File: src/rtl/reaction_ctrl.sv
// Reaction-time trial sequencer: random wait, GO lamp, timer start/stop on press,
// foul on early press, timeout when the player never responds.
module reaction_ctrl #(
  parameter int          CLKS_PER_MS  = 100000,
  parameter int          MIN_DELAY_MS = 1000,
  parameter logic [15:0] RAND_MASK    = 16'h0FFF,
  parameter int          TIMEOUT_MS   = 9999
) (
  input  logic        clk,
  input  logic        rst_n,
  input  logic        btn,
  input  logic [13:0] ms_time,
  output logic        timer_start,
  output logic        timer_stop,
  output logic        timer_clr,
  output logic        led_go,
  output logic        foul,
  output logic        timed_out,
  output logic        result_valid,
  output logic [13:0] result_ms,
  output logic [2:0]  state_o
);

  localparam int PW = (CLKS_PER_MS > 1) ? $clog2(CLKS_PER_MS) : 1;
  localparam int DW = 17;

  typedef enum logic [2:0] {
    IDLE    = 3'd0,
    WAIT    = 3'd1,
    GO      = 3'd2,
    DONE    = 3'd3,
    FOUL    = 3'd4,
    TIMEOUT = 3'd5
  } state_t;

  state_t          state_reg, state_next;
  logic            sync1_reg, sync2_reg, sync3_reg, press_reg;
  logic [15:0]     lfsr_reg;
  logic [DW-1:0]   delay_reg;
  logic [PW-1:0]   presc_reg;
  logic [1:0]      settle_reg;
  logic            result_valid_reg;
  logic [13:0]     result_ms_reg;

  // Two-flop synchronizer, then a registered rising-edge pulse
  always_ff @(posedge clk or negedge rst_n) begin
    if (!rst_n) begin
      sync1_reg <= 1'b0;
      sync2_reg <= 1'b0;
      sync3_reg <= 1'b0;
      press_reg <= 1'b0;
    end else begin
      sync1_reg <= btn;
      sync2_reg <= sync1_reg;
      sync3_reg <= sync2_reg;
      press_reg <= sync2_reg & ~sync3_reg;
    end
  end

  always_ff @(posedge clk or negedge rst_n) begin
    if (!rst_n) begin
      lfsr_reg <= 16'hACE1;
    end else begin
      lfsr_reg <= {lfsr_reg[14:0], lfsr_reg[15] ^ lfsr_reg[13] ^ lfsr_reg[12] ^ lfsr_reg[10]};
    end
  end

  always_ff @(posedge clk or negedge rst_n) begin
    if (!rst_n) begin
      state_reg <= IDLE;
    end else begin
      state_reg <= state_next;
    end
  end

  always_ff @(posedge clk or negedge rst_n) begin
    if (!rst_n) begin
      delay_reg <= '0;
      presc_reg <= '0;
    end else if (state_reg == IDLE && press_reg) begin
      delay_reg <= DW'(MIN_DELAY_MS) + {1'b0, lfsr_reg & RAND_MASK};
      presc_reg <= '0;
    end else if (state_reg == WAIT) begin
      if (presc_reg == PW'(CLKS_PER_MS - 1)) begin
        presc_reg <= '0;
        if (delay_reg != '0) delay_reg <= delay_reg - 1'b1;
      end else begin
        presc_reg <= presc_reg + 1'b1;
      end
    end
  end

  // Give the external timer two cycles to settle after the stop before capturing
  always_ff @(posedge clk or negedge rst_n) begin
    if (!rst_n) begin
      settle_reg       <= 2'd0;
      result_valid_reg <= 1'b0;
      result_ms_reg    <= '0;
    end else begin
      if (state_reg != DONE) settle_reg <= 2'd0;
      else if (settle_reg != 2'd2) settle_reg <= settle_reg + 1'b1;

      if (state_next == IDLE && state_reg != IDLE) begin
        result_valid_reg <= 1'b0;
      end else if (state_reg == DONE && settle_reg == 2'd1) begin
        result_ms_reg    <= ms_time;
        result_valid_reg <= 1'b1;
      end
    end
  end

  // Press always wins over a simultaneous delay expiry or timeout
  always_comb begin
    state_next  = state_reg;
    timer_start = 1'b0;
    timer_stop  = 1'b0;
    case (state_reg)
      IDLE: if (press_reg) state_next = WAIT;
      WAIT: begin
        if (press_reg) begin
          state_next = FOUL;
        end else if (delay_reg == '0) begin
          state_next  = GO;
          timer_start = 1'b1;
        end
      end
      GO: begin
        if (press_reg) begin
          state_next = DONE;
          timer_stop = 1'b1;
        end else if (ms_time == 14'(TIMEOUT_MS)) begin
          state_next = TIMEOUT;
          timer_stop = 1'b1;
        end
      end
      DONE, FOUL, TIMEOUT: if (press_reg) state_next = IDLE;
      default: state_next = IDLE;
    endcase
  end

  assign timer_clr    = (state_reg == IDLE);
  assign led_go       = (state_reg == GO);
  assign foul         = (state_reg == FOUL);
  assign timed_out    = (state_reg == TIMEOUT);
  assign result_valid = result_valid_reg;
  assign result_ms    = result_ms_reg;
  assign state_o      = state_reg;

endmodule

File: config.mk
export PLATFORM = sky130hd
export DESIGN_NAME = reaction_ctrl
export DESIGN_NICKNAME = d
export VERILOG_FILES = /design/src/rtl/reaction_ctrl.sv
export SDC_FILE = /design/constraint.sdc
export NUM_CORES = 1
export LEC_CHECK = 0
export ABC_CLOCK_PERIOD_IN_PS = 2500
export CORE_ASPECT_RATIO = 0.8
export CORE_MARGIN = 2
export CORE_UTILIZATION = 60
export DETAILED_ROUTE_END_ITERATION = 8
export DONT_BUFFER_PORTS = 1
export PLACE_DENSITY = 0.87
export SYNTH_ARGS = -nofsm -noshare
export SYNTH_HDL_FRONTEND = slang
export SYNTH_SLANG_ARGS = --single-unit
File: constraint.sdc
create_clock -name clk -period 2.5 [get_ports clk]
set_input_delay 0.375 -clock clk [delete_from_list [all_inputs] [get_ports clk]]
set_output_delay 0.375 -clock clk [all_outputs]
set_load 0.02 [all_outputs]
# Word-level counts from Yosys, hierarchy flattened
# Cells that the tools add are included.
[word_totals] reg_bits=74 inputBits=17 out_inout_bits=24 wordCells=71
[classes] addsub=4 eq_ne=10 muxes=24 n_bitwise=6 reduce_logical=16
[ops] op="two-way mux 17 bit" count=7
[ops] op="two-way mux 3 bit" count=6
[ops] op="adder 17 x 1 -> 17 bit, second input constant" count=1
[ops] op="equality test 17 bit, second input constant" count=1
[ops] op="zero test 17 bit" count=1
[ops] op="nonzero test 17 bit" count=1
[ops] op="subtractor 17 x 1 -> 17 bit, second input constant" count=1
[ops] op="equality test 14 bit, second input constant" count=1
[ops] op="adder 10 x 12 -> 13 bit, first input constant" count=1
[ops] op="one-hot mux 3 bit (4 select lines)" count=1
[ops] op="nonzero test 2 bit" count=5
[ops] op="two-way mux 1 bit" count=8
[ops] op="equality test 3 x 2 -> 1 bit, second input constant" count=2
[ops] op="equality test 3 bit, second input constant" count=2
[ops] op="zero test 3 bit" count=2
[ops] op="two-way mux 2 bit" count=2
[ops] op="equality test 3 x 1 -> 1 bit, second input constant" count=1
[ops] op="logical AND 1 bit" count=3
[ops] op="inequality test 3 x 2 -> 1 bit, second input constant" count=1
[ops] op="AND reduction 3 bit" count=1
[ops] op="nonzero test 3 bit" count=1
[ops] op="OR reduction 3 bit" count=1
[ops] op="bitwise XOR 1 bit" count=3
[ops] op="adder 2 x 1 -> 2 bit, second input constant" count=1
[ops] op="other kinds (5)" count=6

# Longest topological paths before layout
# Gate-level depths: netlist of the first run.
[logic_depth] word_depth=8 ltp_mapped=8 depth_no_buf=7

# Worst setup path after synthesis of the first run
# No wires, ideal clock.
[synth_timing] path_type="register to register" start="reg state_reg[0] (netlist: state_o[0])" end="reg delay_reg[8]" setup_time_ns=0.126 arrival_time_ns=2.088 required_time_ns=2.374 setup_slack_ns=0.285 path_stages_with_launch=6 path_buffers=0 period_less_slack_ns=2.215 cell_sequence="dfrtp_1 nor3_1 nand2_1 a21oi_4 o21ai_0 a221o_2"
[synth_via] elab_chain_cells=4 word_cells_on_any_way=8 cone_classes="eq/ne: 1; mux: 1; reduce/logical: 6"
[synth_lines] item="start: declaration" line="36" source="state_t state_reg, state_next;"
[synth_lines] item="start signal: assignment" line="72" source="state_reg <= state_next;"
[synth_lines] item="zero test 3 bit (*)"
[synth_lines] item="via timer_clr" line="15" source="output logic timer_clr,"
[synth_lines] item="logical AND 1 bit (*)" line="80" source="end else if (state_reg == IDLE && press_reg) begin"
[synth_lines] item="nonzero test 2 bit (no line)"
[synth_lines] item="AND reduction 3 bit (no line)"
[synth_lines] item="end signal: assignment" line="81" source="delay_reg <= DW'(MIN_DELAY_MS) + {1'b0, lfsr_reg & RAND_MASK};"
[synth_lines] item="end signal: assignment" line="86" source="if (delay_reg != '0) delay_reg <= delay_reg - 1'b1;"
[synth_lines] item="end: declaration" line="39" source="logic [DW-1:0] delay_reg;"
# The timed path passes the listed nets; every way through them passes the cells marked *.
# A chain may end at the register's enable or synchronous reset.

# Worst setup path in the final report of the first run
[layout_timing] start="reg state_reg[0] (netlist: state_o[0])" end="out timer_start"
[layout_via] elab_chain_cells=2
[layout_lines] item="equality test 3 x 1 -> 1 bit" line="117" source="case (state_reg)"
[layout_lines] item="two-way mux 1 bit" line="117"
[layout_lines] item="end: declaration" line="13" source="output logic timer_start,"
# No other way between the ends.

==> results of run 1 <==
critical path: stages, from the launching register on:
cell and delay, ns:
dfrtp_1 0.56, buf_4 0.21, nor2b_1 0.31, nand2b_1 0.20, nor3_2 0.15, buf_4 0.17
what timing repair did:
item	CTS	global route
hold buffers	2	0
buffers inserted	0	1
hold endpoints to repair	74	0
resized for setup	0	1
endpoints found under the setup margin	0	1
cell families (layout without fill, tap and decap cells):
kind of cell,Yosys count,in the layout
simple gates,138,138
compound gates,77,77
flops,74,74
buf+inv,21,46
xor+xnor,18,18
mux,17,17
fa+ha+maj,6,6
cell type report:
cell class | count | share of cell area
Sequential cell | 74 | 0.453
Multi-Input combinational cell | 256 | 0.421
Timing Repair Buffer | 24 | 0.0493
Clock buffer | 9 | 0.0302
Tap cell | 81 | 0.0247
Clock inverter | 7 | 0.0161
Inverter | 6 | 0.00548
worst paths after layout:
check,start,to,slack [ns],depth (start not counted)
min,btn,sync1_reg,0.03,0
min reg2reg,sync1_reg,sync2_reg,0.35,0
max in group asynchronous,rst_n,lfsr_reg[10],1.57,2
min in group asynchronous,rst_n,result_ms[4],0.60,2
max,state_o[0],timer_start,0.16,5
max reg2reg,presc_reg[0],delay_reg[15],0.27,6
placed cells by master (no fill, tap or decap), types with 3 or more instances in the layout:
cell type / instances
dfrtp_1: 66
nand3_1: 15
clkbuf_8: 9
nor2_1: 21
mux2_2: 15
inv_1: 6
or3_1: 3
or4_1: 5
nand4_1: 9
inv_6: 4
xnor2_1: 7
a2bb2oi_1: 3
o31ai_1: 5
dfstp_2: 8
nand2_1: 34
nor3_1: 10
a21oi_1: 12
xor2_1: 11
buf_4: 22
ha_1: 6
nand2b_1: 3
nor3b_1: 5
o21ai_0: 26
nor4_1: 6
a211oi_1: 3
nor2b_1: 4
o22ai_1: 5
through the flow:
step                      utilization  hold WS [ns]  cells
after floorplan                     -        0.0794    351
after global placement          0.654        0.0830    438
after detailed placement        0.654        0.0819    438
after CTS                       0.693        0.0268    456
after global routing            0.695       0.00776    457
final                           0.695        0.0323    457
per-layer routing:
layer / up-vias / wire length [um] / global-route usage
li1: 1344 / - / -
met1: 1434 / 3720 / 0.350
met2: 127 / 4100 / 0.413
met3: 16 / 525 / 0.0709
met4: 0 / 129 / 0.104
met5: - / 0 / 0
power breakdown:
| group | leakage (uW) | switching, uW | internal [uW] |
|---|---|---|---|
| Combinational | 0.000706 | 525 | 345 |
| Sequential | 0.000933 | 207 | 1330 |
| Clock | 0.0000991 | 511 | 389 |
==> results.py, run 1 <==
metrics = {
    "global_routing": {
        "grt_pass1_vias": 2831,
        "gr-total-overflow": 0,
        "grt_pass1_wl_um": 13700,
        "grt_use_total": 0.261,
        "antenna_found_initial": 0,
        "grt_start_max_net_pins": 75,
    },
    "finish": {
        "multi_input_area_um2": 1730,
        "drive_gt1_frac": 0.205,
        "fill_cells": 394,
        "antenna_cells": 0,
        "nNetsFinal": 394,
        "stdcell_area_um2": 4110,
        "ff_latch_area_um2": 1860,
        "area_growth_pct": 11.5,
    },
    "drt": {
        "drc": 0,
        "wl_per_cell_um": 18.5,
        "dr.first_iter.drc_count": 328,
        "via_per_inst": 6.39,
        "ant_nets": 0,
        "firstDrtPassIters": 5,
        "vias": 2921,
        "wl_um": 8470,
    },
    "yosys": {
        "synth.cell_area_um2": 3680,
        "yosys.area_share.simple": 0.215,
        "synth.distinct_cells": 62,
        "synth_top_family_by_area": "simple AND/OR/NAND/NOR gates",
        "yosysSeqAreaShare": 0.505,
        "syn_area_per_cell_um2": 10.5,
        "ys_async_sr_fraction": 1.00,
        "yosys_warnings": 0,
        "synth_flop_cell": "dfrtp_1",
        "synth.area.mux_share": 0.0513,
        "yosysTopAreaCellShare": 0.448,
        "synth_edf_count": 0,
        "synthTopCellsByArea": "dfrtp_1 (45%), dfstp_2 (5.7%), mux2_2 (4.6%), o21ai_0 (3.5%), nand2_1 (3.5%)",
        "synth_compound_area_frac": 0.139,
        "yosys-top-cells-count": "dfrtp_1 (66), nand2_1 (34), o21ai_0 (26)",
        "synth_most_common_cell": "dfrtp_1",
        "syn_inst": 351,
        "synth-xor-area-share": 0.0428,
        "synth_nets": 374,
        "synth_area_leader_cell": "dfrtp_1",
        "synth-adder-area-share": 0.0204,
        "ys_ff_latch": 74,
    },
    "sta": {
        "slew_viol_final": 0,
        "hold_viol": 0,
        "final.period_utilization": 0.937,
        "fin_tns_setup_ns": 0,
        "max_slew.worst_pin.slew_ns": 0.696,
        "min_period_ns": 2.34,
        "slew_headroom": 0.535,
        "setup_slack_ns": 0.158,
        "fin_skew_ns": 0.00890,
        "setup_viol": 0,
        "rsz0062_at_grt": "false",
        "max_freq_ghz": 0.427,
    },
    "power": {
        "powerDensity_nw_per_um2": 805,
        "finalPower_uw": 3310,
        "ir_drop_mv": 0.495,
        "leakagePower_uw": 0.00174,
    },
    "floorplanning": {
        "die_w_um": 91.6,
        "core_um2": 5910,
        "pin_count": 41,
        "floorplan.initialDensity": 0.623,
        "fp.dieH_um": 74.1,
        "design.die.area_um2": 6790,
        "rows": 25,
    },
    "worst_setup_path": {
        "crit_fanout": 5,
        "cp-start-kind": "flop",
        "critical_path_arrival_ns": 1.97,
        "required_ns": 2.12,
        "criticalPathCategory": "flop to output pin",
        "critPathCaptureType": "output pin",
    },
    "min_path": {
        "hold_class": "primary input to flop",
    },
    "clock_network": {
        "clock_latency_ns": 0.37,
        "clk_root_buffer_cell": "clkbuf_8",
        "cts_buffers": 9,
        "cts_max_path_buffers": 2,
        "tritoncts": "built",
        "cts-htree-levels": 3,
        "path_clk_slew_ns": 0.09,
        "cts.sinks": 74,
    },
    "placement": {
        "pre_cts_ws_ns": 0.306,
        "place_congestion": 0.886,
        "postPlaceCellArea_um2": 3870,
        "dp_hpwl_um": 5780,
        "port_buffers": 0,
    },
    "outcome": {
        "status": "complete, no violations",
    },
    "run": {
        "drv_cap": 0,
    },
}
(Power assumes the default switching activity.)
==> inputs of run 2 (changes only) <==
--- a/config.mk
+++ b/config.mk
@@ -7,11 +7,11 @@
 export LEC_CHECK = 0
 export ABC_CLOCK_PERIOD_IN_PS = 2500
 export CORE_ASPECT_RATIO = 0.8
-export CORE_MARGIN = 2
-export CORE_UTILIZATION = 60
+export CORE_MARGIN = 5
+export CORE_UTILIZATION = 45
 export DETAILED_ROUTE_END_ITERATION = 8
 export DONT_BUFFER_PORTS = 1
-export PLACE_DENSITY = 0.87
+export PLACE_DENSITY = 0.71
 export SYNTH_ARGS = -nofsm -noshare
 export SYNTH_HDL_FRONTEND = slang
 export SYNTH_SLANG_ARGS = --single-unit
==> run 2 against run 1 <==
Compared with the run above: final area increased by 0.58%; via count decreased by 5.0%; final cell count increased by 5.3%; utilization decreased by 17 points; power decreased by 0.27%; setup slack improved by 0.036 ns; register-to-register slack improved by 0.04 ns; die area increased by 49%; sequential power about the same; routed wire length decreased by 4.5%; flip-flop and latch count unchanged; worst hold slack improved by 0.012 ns; critical path type unchanged; largest cell class unchanged; highest routed layer unchanged.
==> results.py, run 2 (synthesized netlist as in run 1, its figures left out) <==
metrics = {
    "finish": {
        "multi_input_area_um2": 1730,
        "final_common_cell": "dfrtp_1",
        "fill_cells": 689,
        "fin_util": 0.520,
        "ff_latch_area_um2": 1860,
        "antenna_cells": 0,
        "drive_gt1_frac": 0.198,
        "nNetsFinal": 391,
        "area_growth_pct": 12.2,
        "layout_common_cells": "dfrtp_1 (66), nand2_1 (34), o21ai_0 (26)",
    },
    "outcome": {
        "status": "complete, no violations",
    },
    "worst_setup_path": {
        "cp-startpoint": "delay_reg[0]",
        "path_cells": "inv_1, ha_1, nor4b_2, nand4_1, nor3_1, buf_4",
        "cp_num_cells": 6,
        "r2r_setup_slack_ns": 0.31,
        "cp_top_family": "simple AND/OR/NAND/NOR gates",
        "timing.rr.start": "presc_reg[0]",
        "cp-endpoint": "timer_start",
        "critPathMaxStageDelay_ns": 0.44,
        "r2r-end": "delay_reg[15]",
        "crit_buf_inv": 2,
        "critical_path_arrival_ns": 1.93,
        "rr_worst_depth": 6,
        "criticalPathCategory": "flop to output pin",
        "crit_fanout": 5,
        "required_ns": 2.12,
        "cpMaxStageDelayCell": "dfrtp_1",
        "cp-start-kind": "flop",
        "critPathCaptureType": "output pin",
    },
    "sta": {
        "hold_viol": 0,
        "fin_skew_ns": 0.00963,
        "final.period_utilization": 0.923,
        "rsz0062_at_grt": "false",
        "setup_viol": 0,
        "fin_tns_setup_ns": 0,
        "slew_headroom": 0.464,
        "setup_slack_ns": 0.194,
        "min_period_ns": 2.31,
        "max_freq_ghz": 0.434,
        "max_slew.worst_pin.slew_ns": 0.796,
        "slew_viol_final": 0,
    },
    "clock_network": {
        "clk_root_buffer_cell": "clkbuf_8",
        "cts-htree-levels": 3,
        "tritoncts": "built",
        "clock_latency_ns": 0.36,
        "path_clk_slew_ns": 0.08,
        "cts_buffers": 9,
        "cts.sinks": 74,
        "cts_max_path_buffers": 2,
        "cts_setup_buffers": 0,
    },
    "drt": {
        "vias": 2775,
        "via_per_inst": 5.77,
        "firstDrtPassIters": 5,
        "wl_um": 8090,
        "drc": 0,
        "ant_nets": 0,
        "dr.first_iter.drc_count": 188,
        "wl_per_cell_um": 16.8,
    },
    "floorplanning": {
        "pin_count": 41,
        "design.die.area_um2": 10100,
        "floorplan.initialDensity": 0.464,
        "die_w_um": 111,
        "fp.dieH_um": 90.9,
        "core_um2": 7950,
        "rows": 29,
    },
    "global_routing": {
        "gr-total-overflow": 0,
        "grt_pass1_wl_um": 13600,
        "grt_pass1_vias": 2693,
        "grtUsageMet1": 0.238,
        "busiest_layer": "met1",
        "grt_use_met3": 0.0690,
        "grt_use_total": 0.166,
        "grt_start_max_net_pins": 75,
        "use_met2": 0.234,
        "antenna_found_initial": 0,
    },
    "placement": {
        "port_buffers": 0,
        "place_congestion": 0.847,
        "pre_cts_ws_ns": 0.323,
        "dp_hpwl_um": 5650,
    },
    "power": {
        "ir_drop_mv": 0.614,
        "leakagePower_uw": 0.00172,
        "powerDensity_nw_per_um2": 798,
        "finalPower_uw": 3300,
    },
    "run": {
        "drv_cap": 0,
    },
    "min_path": {
        "hold_class": "primary input to flop",
    },
}
## run 2: per-layer routing
metal  routed length (um)  up-vias
met3                  630        8
met5                    0        -
li1                     -     1331
met2                 3520       82
met4                   84        0
met1                 3860     1354
## run 2: how the worst min path moves through the flow
stage / slack [ns] / end / depth (start not counted) / startpoint
after floorplan: 0.08 / delay_reg[0] / 0 / rst_n
after global placement: 0.08 / delay_reg[13] / 0 / rst_n
after detailed placement: 0.08 / delay_reg[15] / 0 / rst_n
after CTS: 0.02 / sync1_reg / 0 / btn
after global routing: 0.02 / sync1_reg / 0 / btn
final: 0.04 / sync1_reg / 0 / btn
## run 2: timing repair
action | CTS | global route
hold buffers | 2 | 0
setup endpoints to repair | 0 | 1
gates resized for setup | 0 | 1
endpoints found under the hold margin | 74 | 0
## run 2: stage by stage
step,hold slack (ns),cell area [um2],cells
finish,0.0442,4130,481
CTS,0.0229,4130,481
floorplan,0.0794,3680,351
global placement,0.0844,3890,463
detailed placement,0.0844,3890,463
global route,0.0178,4130,481
## run 2: layout make-up
type                       count  share of cell area
clock buffer                   9              0.0300
clock inverter                 7              0.0188
inverter                       6             0.00545
multi-input combinational    256               0.419
sequential                    74               0.451
tap                          108              0.0327
timing repair buffer          21              0.0436
## run 2: worst register-to-register path: stages (launching register included)
cell	delay [ns]
dfrtp_1	0.38
ha_1	0.29
and4_1	0.24
and4_1	0.37
o21ai_2	0.15
or4_1	0.51
a21oi_1	0.16
## run 2: power by group
group / internal [uW] / total [uW] / switching, uW
logic: 329 / 805 / 476
clock network: 469 / 949 / 480
registers: 1330 / 1550 / 215
==> inputs of run 3 (changes only) <==
--- a/config.mk
+++ b/config.mk
@@ -11,7 +11,7 @@
 export CORE_UTILIZATION = 45
 export DETAILED_ROUTE_END_ITERATION = 8
 export DONT_BUFFER_PORTS = 1
-export PLACE_DENSITY = 0.71
+export PLACE_DENSITY = 0.61
 export SYNTH_ARGS = -nofsm -noshare
 export SYNTH_HDL_FRONTEND = slang
 export SYNTH_SLANG_ARGS = --single-unit
==> run 3 against run 2 <==
Compared with the run above: via count is 1.2% lower; critical path type unchanged; register-to-register slack hardly changed; flip-flop and latch count stayed put.
==> results.py, run 3 (synthesized netlist as in run 1, its figures left out) <==
metrics = {
    "placement": {
        "dp_hpwl_um": 5810,
        "postPlaceCellArea_um2": 3920,
        "place_congestion": 0.824,
        "pre_cts_ws_ns": 0.340,
        "port_buffers": 0,
    },
    "global_routing": {
        "grt_start_max_net_pins": 75,
        "grt_pass1_wl_um": 14200,
        "gr-total-overflow": 0,
        "grt_use_total": 0.173,
        "grt_pass1_vias": 2734,
        "antenna_found_initial": 0,
    },
    "sta": {
        "max_freq_ghz": 0.423,
        "fin_tns_setup_ns": 0,
        "slew_viol_final": 0,
        "setup_viol": 0,
        "finalHoldWorstSlack_ns": 0.0504,
        "rsz0062_at_grt": "false",
        "setup_slack_ns": 0.135,
        "fin_skew_ns": 0.0121,
        "hold_viol": 0,
        "min_period_ns": 2.36,
        "final.period_utilization": 0.946,
        "max_slew.worst_pin.slew_ns": 0.710,
        "slew_headroom": 0.526,
    },
    "min_path": {
        "hold_class": "primary input to flop",
        "whs_path_depth": 0,
        "hold_start": "btn",
        "min_to": "sync1_reg",
    },
    "worst_setup_path": {
        "critPathMaxStageDelay_ns": 0.45,
        "critical_path_arrival_ns": 1.99,
        "r2r_setup_slack_ns": 0.30,
        "cp-start-kind": "flop",
        "crit_fanout": 5,
        "criticalPathCategory": "flop to output pin",
        "timing.rr.start": "presc_reg[0]",
        "rr_worst_depth": 6,
        "cpMaxStageDelayCell": "dfrtp_1",
        "required_ns": 2.12,
        "r2r-end": "delay_reg[15]",
        "path_cells": "nor4_4, nand4_1, nor3_2, buf_4",
        "critPathCaptureType": "output pin",
    },
    "floorplanning": {
        "rows": 29,
        "floorplan.initialDensity": 0.464,
        "fp.dieH_um": 90.9,
        "core_um2": 7950,
        "pin_count": 41,
        "die_w_um": 111,
        "design.die.area_um2": 10100,
    },
    "drt": {
        "wl_per_cell_um": 17.1,
        "dr.first_iter.drc_count": 163,
        "vias": 2741,
        "ant_nets": 0,
        "via_per_inst": 5.64,
        "wl_um": 8290,
        "firstDrtPassIters": 4,
        "drc": 0,
    },
    "finish": {
        "final_common_cell": "dfrtp_1",
        "stdcell_area_um2": 4160,
        "drive_gt1_frac": 0.206,
        "nNetsFinal": 396,
        "area_growth_pct": 12.9,
        "layout_common_cells": "dfrtp_1 (66), nand2_1 (34), o21ai_0 (26)",
        "multi_input_area_um2": 1740,
        "fill_cells": 740,
        "ff_latch_area_um2": 1860,
        "antenna_cells": 0,
    },
    "clock_network": {
        "clk_root_buffer_cell": "clkbuf_8",
        "cts-htree-levels": 3,
        "cts.sinks": 74,
        "path_clk_slew_ns": 0.08,
        "cts_max_path_buffers": 2,
        "tritoncts": "built",
        "clock_latency_ns": 0.35,
        "cts_setup_buffers": 0,
        "cts_buffers": 9,
    },
    "run": {
        "drv_cap": 0,
    },
    "power": {
        "powerDensity_nw_per_um2": 781,
        "ir_drop_mv": 0.415,
        "finalPower_uw": 3250,
        "leakagePower_uw": 0.00174,
    },
    "outcome": {
        "status": "complete, no violations",
    },
}
-- run 3: cell types whose count changed in the layout (fill, tap and decap cells not counted), sizes merged --
cell    delta
buf        +5
clkbuf     +2
inv        -2
-- run 3: cell type report --
class / instances / share of cell area
Timing Repair Buffer: 26 / 0.0523
Clock buffer: 11 / 0.0316
Inverter: 6 / 0.00541
Sequential cell: 74 / 0.448
Tap cell: 108 / 0.0325
Clock inverter: 5 / 0.0135
Multi-Input combinational cell: 256 / 0.417
-- run 3: through the flow --
step / utilization / std cells
2_1_floorplan: - / 351
3_3_place_gp: 0.494 / 468
3_5_place_dp: 0.494 / 468
4_1_cts: 0.522 / 486
5_1_grt: 0.524 / 486
6_report: 0.524 / 486
-- run 3: report_power, final --
group / switching (uW) / internal [uW]
clock network: 446 / 460
registers: 200 / 1330
logic: 478 / 339
total: 1120 / 2130
-- run 3: critical path: cells and delay by family (launching register included) --
kind | cells | cell delay, ns
and+or+nand+nor | 3 | 1.02
buffers and inverters | 1 | 0.17
DFF | 1 | 0.45
-- run 3: what timing repair did --
item / CTS / global route
endpoints found under the setup margin: 0 / 1
hold buffers: 2 / 0
hold endpoints to repair: 74 / 0
resized for setup: 0 / 2
-- run 3: metal layers --
layer  wire length, um  share of wire  global-route usage  up-vias
li1                  -              -                   -     1337
met1              4050           0.49               0.252     1307
met2              3580           0.43               0.247       84
met3               553          0.067              0.0543       13
met4               105          0.013              0.0496        0
met5                 0              0                   0        -
-- run 3: how the worst max path moves through the flow --
stage                             from  slack [ns]  depth (start not counted)       endpoint
after floorplan             state_o[0]        0.29                          5   delay_reg[8]
after global placement    presc_reg[0]        0.39                          6  delay_reg[15]
after detailed placement  presc_reg[0]        0.34                          6  delay_reg[15]
after CTS                 delay_reg[1]        0.06                          6    timer_start
after global routing      delay_reg[8]        0.01                          4    timer_start
final                     delay_reg[8]        0.14                          4    timer_start
